<file path="src/rtl/hazard_pkg.sv">
// Shared defaults for the scoreboard hazard unit.
// Holds register-file geometry, latency bound and the x0 constant.
package hazard_pkg;

   localparam int REG_ADDR_W = 5;
   localparam int NUM_REGS   = 32;
   localparam int MAX_LAT    = 4;
   localparam int X0_ADDR    = 0;

   function automatic int lat_width(input int max_lat);
      return $clog2(max_lat + 1);
   endfunction

endpackage

</file>
<file path="src/rtl/hazard_sb_entry.sv">
// One countdown slot of the hazard scoreboard.
// Holds the cycles remaining until its register's pending write is readable.
module hazard_sb_entry
   import hazard_pkg::*;
#(
   parameter int LAT_W = lat_width(MAX_LAT)
) (
   input  logic             clk,
   input  logic             rst,
   input  logic             load,
   input  logic [LAT_W-1:0] loadValue,
   output logic             pending,
   output logic [LAT_W-1:0] count
);

   assign pending = (count != '0);

   always_ff @(posedge clk) begin
      if (rst) begin
         count <= '0;
      end else if (load) begin
         count <= loadValue;
      end else if (pending) begin
         count <= count - LAT_W'(1);
      end
   end

endmodule

</file>
<file path="src/rtl/hazard_scoreboard.sv">
// Scoreboard hazard unit: per-register countdown gates decode issue.
// Optional statistics counters enabled by HAZARD_SB_STATS_EN.
module hazard_scoreboard
   import hazard_pkg::*;
#(
   parameter int REG_ADDR_W = hazard_pkg::REG_ADDR_W,
   parameter int NUM_REGS   = hazard_pkg::NUM_REGS,
   parameter int MAX_LAT    = hazard_pkg::MAX_LAT,
   parameter int LAT_W      = lat_width(MAX_LAT),
   parameter int CNT_W      = 32
) (
   input  logic                  clk,
   input  logic                  rst,
   input  logic                  dec_valid,
   input  logic [REG_ADDR_W-1:0] dec_rs1Address,
   input  logic [REG_ADDR_W-1:0] dec_rs2Address,
   input  logic                  dec_rs1Used,
   input  logic                  dec_rs2Used,
   input  logic [REG_ADDR_W-1:0] dec_rdAddress,
   input  logic                  dec_rdWriteEnable,
   input  logic [LAT_W-1:0]      dec_latency,
   input  logic                  exe_isBranchOrJumpTaken,
   output logic                  dec_issue,
   output logic                  pcWriteEnable,
   output logic                  if_kill,
   output logic                  dec_kill,
   output logic [CNT_W-1:0]      stallCount,
   output logic [CNT_W-1:0]      flushCount
);

   localparam int DEPTH = 1 << REG_ADDR_W;
   localparam logic [REG_ADDR_W-1:0] X0 = REG_ADDR_W'(X0_ADDR);

   logic [LAT_W-1:0] cnt [DEPTH];
   logic [DEPTH-1:0] pend;
   logic [LAT_W-1:0] lat;
   logic [LAT_W-1:0] load_val;
   logic             raw1;
   logic             raw2;
   logic             waw;
   logic             hazard;
   logic             flush;
   logic             wr;

   // cnt counts from the cycle after issue, so a latency-L result
   // is readable once L-1 further cycles have elapsed.
   always_comb begin
      lat = dec_latency;
      if (dec_latency > LAT_W'(MAX_LAT)) begin
         lat = LAT_W'(MAX_LAT);
      end
      load_val = lat - LAT_W'(1);
   end

   always_comb begin
      raw1   = dec_rs1Used && (dec_rs1Address != X0)
               && pend[dec_rs1Address];
      raw2   = dec_rs2Used && (dec_rs2Address != X0)
               && pend[dec_rs2Address];
      waw    = dec_rdWriteEnable && (dec_rdAddress != X0)
               && (cnt[dec_rdAddress] > lat);
      hazard = dec_valid && (raw1 || raw2 || waw);
      flush  = exe_isBranchOrJumpTaken;
   end

   always_comb begin
      pcWriteEnable = 1'b1;
      if_kill       = 1'b0;
      dec_kill      = 1'b0;
      dec_issue     = dec_valid;
      priority case (1'b1)
         flush: begin
            if_kill   = 1'b1;
            dec_kill  = 1'b1;
            dec_issue = 1'b0;
         end
         hazard: begin
            pcWriteEnable = 1'b0;
            if_kill       = 1'b1;
            dec_kill      = 1'b1;
            dec_issue     = 1'b0;
         end
         default: ;
      endcase
   end

   assign wr = dec_issue && dec_rdWriteEnable
               && (dec_rdAddress != X0) && (lat != '0);

   // Unimplemented address slots read as permanently idle.
   for (genvar r = 0; r < DEPTH; r++) begin : g_slot
      if (r == X0_ADDR || r >= NUM_REGS) begin : g_none
         assign cnt[r]  = '0;
         assign pend[r] = 1'b0;
      end else begin : g_sb
         hazard_sb_entry #(
            .LAT_W(LAT_W)
         ) u_entry (
            .clk(clk),
            .rst(rst),
            .load(wr && (dec_rdAddress == REG_ADDR_W'(r))),
            .loadValue(load_val),
            .pending(pend[r]),
            .count(cnt[r])
         );
      end
   end

`ifdef HAZARD_SB_STATS_EN
   always_ff @(posedge clk) begin
      if (rst) begin
         stallCount <= '0;
         flushCount <= '0;
      end else begin
         if (flush) begin
            flushCount <= flushCount + CNT_W'(1);
         end
         if (hazard && !flush) begin
            stallCount <= stallCount + CNT_W'(1);
         end
      end
   end
`else
   assign stallCount = '0;
   assign flushCount = '0;
`endif

endmodule

</file>
<file path="config.mk">
export PLATFORM = sky130hd
export DESIGN_NAME = hazard_scoreboard
export DESIGN_NICKNAME = d
export VERILOG_FILES = /design/src/rtl/hazard_pkg.sv /design/src/rtl/hazard_sb_entry.sv /design/src/rtl/hazard_scoreboard.sv
export SDC_FILE = /design/constraint.sdc
export NUM_CORES = 1
export LEC_CHECK = 0
export BUFFER_PORTS_ARGS = -buffer_cell sky130_fd_sc_hd__buf_2
export CAP_MARGIN = 20
export CORE_UTILIZATION = 50
export DETAILED_ROUTE_END_ITERATION = 7
export MAX_ROUTING_LAYER = met4
export PLACE_DENSITY_LB_ADDON = 0.25
export SLEW_MARGIN = 20
export SYNTH_ARGS = -nofsm -noshare
export SYNTH_HDL_FRONTEND = slang
export SYNTH_SLANG_ARGS = --single-unit
</file>
<file path="constraint.sdc">
create_clock -name clk -period 8.3 [get_ports clk]
set_input_delay 2.075 -clock clk [delete_from_list [all_inputs] [get_ports clk]]
set_output_delay 2.075 -clock clk [all_outputs]
set_load 0.01 [all_outputs]
</file>
==> run_results.csv <==
group,metric,value,unit
timing,finalClockSkew,0.00847,ns
clock_tree,htreeDepth,3,
synth,ys_types,43,
power,internal-power,1.85,mW
floorplan,fp.dieW,127,um
clock_tree,cts_resized,0,
synth,synthArstFlopShare,0,%
global_route,grt_pass1_wl,30.4,mm
power,vdd_drop_max,0.223,mV
drt,drt_first_pass_iters,5,
clock_tree,clockBufferDepth,2,
synth,yosysSeqAreaShare,23.8,%
finish,final_util,53.3,%
placed_design,numPortBuffers,28,
drt,first_iter_violations,379,
run_status,status,"complete, no violations",
finish,layout.nets,962,
power,switchingPower,1.41,mW
placed_design,dp_hpwl,13.9,mm
worst_setup_path,cp_data_arrival_time,5.62,ns
clock_tree,clock-sinks,93,
synth,synth.avg_cell_area,8.94,sq um
worst_setup_path,required,6.23,ns
floorplan,core_area,15200,sq um
drt,vias_per_cell,5.56,
synth,synth_most_common_cell,"nor2_1",
worst_setup_path,critPathKind,"primary input to output port",
timing,max_slew_margin,37.2,%
floorplan,dieHeight,127,um
timing,final.min_clock_period,7.70,ns
timing,setup_viol,0,
timing,tightest_slew,0.942,ns
finish,largestRegisters,"g_slot.g_sb.u_entry.count (93)",
worst_setup_path,slowest_stage,"mux4_2",
synth,yosys.area.top_type,"dfxtp_1",
synth,yosys_warnings,0,
global_route,first_global_vias,5319,
clock_tree,tritoncts,"yes",
drt,antenna_left,0,
power,p_leak,3.78,nW
clock_tree,ctsHoldBuffers,0,
drt,vias,5906,
timing,max_freq,130,MHz
worst_setup_path,cpLargestDelayFamily,"multiplexers",
synth,ys_ff_latch,93,
global_route,antenna_found_initial,0,
global_route,grt_max_degree,53,
worst_setup_path,endpoint_kind,"output port",
drt,wire_per_inst,17.9,um
synth,ys_top_cells_by_count,"nor2_1 (161), inv_1 (96), dfxtp_1 (93)",
worst_setup_path,path_max_fanout,30,
floorplan,dieArea,16100,sq um
clock_tree,post_cts_buffers,0,
finish,diodes,0,
power,swShare,43.2,%
clock_tree,cts_buffers,9,
floorplan,io_pins,93,
worst_setup_path,cpPeakStageDelay,0.60,ns
finish,area_growth,3.59,%
synth,synth_area_leaders,"dfxtp_1 (24%), mux4_2 (12%), mux2_2 (12%), ha_1 (11%), nor2_1 (7.7%)",
synth,synthCells,874,
global_route,grtUsageTotal,25.7,%
power,power_frac_clock,13.5,%
timing,post-route-period-util,92.7,%
drt,drcViolationCount,0,
global_route,grt-ovfl-total,0,
finish,largest_reg_flops,93,
power,p_seq_share,27.2,%
floorplan,rows,45,
worst_setup_path,startpoint_type,"primary input",
finish,top_register,"g_slot.g_sb.u_entry.count",
hold_path,hold_class,"flip-flop to flip-flop",
synth,synth_ff_type,"dfxtp_1",
placed_design,gp_congestion,0.958,
worst_setup_path,cp_cell_sequence,"buf_2 > mux4_2 > mux4_2 > mux2_2 > ha_1 > nor2b_1 > o21ai_0 > a221oi_1 > a2111oi_4 > nand2_1 > nor3b_1 > buf_2",
clock_tree,path_clk_slew,0.07,ns
drt,wirelength,19.0,mm
worst_setup_path,critPathBufInv,2,
power,power_density,403,nW/um^2
finish,final_layout_size_suffix_gt1_share,22.7,%
timing,rsz0062_at_grt,"no",
synth,synth_edf_count,0,
job,max-cap-violations,0,
timing,final-hold-violation-count,0,
power,combPwrFrac,59.3,%
synth,synth_top_area_share,23.8,%
clock_tree,clock_latency,0.36,ns
clock_tree,cts-root-buf,"clkbuf_16",
synth,mappedNetlistArea,7820,sq um
timing,fin_tns_setup,0,ns
timing,drv_slew,0,
floorplan,start_util,51.4,%
## cell usage in the layout, fill, tap and decap left out, types with 6 or more instances in the layout
cell type,n
conb_1,64
and3_1,6
mux4_2,41
a21oi_1,62
nor2_1,158
o31ai_1,13
mux2i_1,11
xor2_1,31
nand3_1,6
buf_2,28
nand4_2,19
nand2_1,16
mux2_2,81
inv_1,96
clkbuf_16,9
buf_4,7
nand4_1,13
ha_1,67
dfxtp_1,93
## tightest hold or removal path, cell delays in order (launching register included)
cell and delay [ns]:
dfxtp_1 0.34, a21oi_1 0.13, o31ai_1 0.07
## metrics by stage
| step | worst slack, ns | power, mW | hold WS [ns] | instance area [sq um] | std cells |
|---|---|---|---|---|---|
| 5_1_grt | 0.350 | 3.58 | 0.618 | 8100 | 1063 |
| 3_5_place_dp | 0.596 | 2.81 | 0.562 | 7780 | 1047 |
| 6_report | 0.602 | 3.26 | 0.583 | 8100 | 1063 |
| 3_3_place_gp | 0.658 | 2.77 | 0.570 | 7780 | 1047 |
| 4_1_cts | 0.602 | 3.26 | 0.577 | 8100 | 1063 |
| 2_1_floorplan | 0.635 | 2.43 | 0.522 | 8050 | 937 |
## area by class of cell
cell class,instances,area [sq um]
fillers,1414,7110
flip-flops and latches,93,1860
inverters,96,360
multi-input cells,635,5130
clock buffers,13,270
well taps,188,235
clock inverters,3,42.5
repair buffers,35,193
## cells by family after synthesis
logic type | count (synthesis) | share of synthesized area, %
AND/OR/NAND/NOR | 245 | 15.7
buffers and inverters | 209 | 13.8
other | 1 | 0.0480
adder cells (fa/ha/maj) | 67 | 10.7
flip-flops | 93 | 23.8
XOR/XNOR | 31 | 3.47
AO/OA/AOI/OAI | 91 | 7.04
multiplexers | 137 | 25.5
## routing by layer
metal	global-route usage (%)	wire length, um	part of all wire, %
met1	35.0	8830	46
met2	38.7	8490	45
met3	3.14	1160	6.1
met4	10.6	560	2.9
met5	-	0	0
## power groups by stage
stage	Sequential, mW	Clock [mW]	Combinational [mW]
after floorplan	0.790	0	1.64
after global placement	0.901	0	1.87
after detailed placement	0.889	0	1.92
after CTS	0.880	0.449	1.93
after global routing	0.908	0.469	2.20
final	0.887	0.441	1.94
## worst paths after layout
path / startpoint / to / slack [ns] / depth (start not counted)
min reg2reg: g_slot[22].g_sb.u_entry.count[1]$_SDFFE_PP0P_ / g_slot[22].g_sb.u_entry.count[1]$_SDFFE_PP0P_ / 0.58 / 2
max: dec_rdAddress[0] / dec_issue / 0.60 / 12
min: g_slot[22].g_sb.u_entry.count[1]$_SDFFE_PP0P_ / g_slot[22].g_sb.u_entry.count[1]$_SDFFE_PP0P_ / 0.58 / 2
max reg2reg: g_slot[15].g_sb.u_entry.count[1]$_SDFFE_PP0P_ / g_slot[13].g_sb.u_entry.count[1]$_SDFFE_PP0P_ / 4.21 / 11
Power figures use the tool's default switching activity.
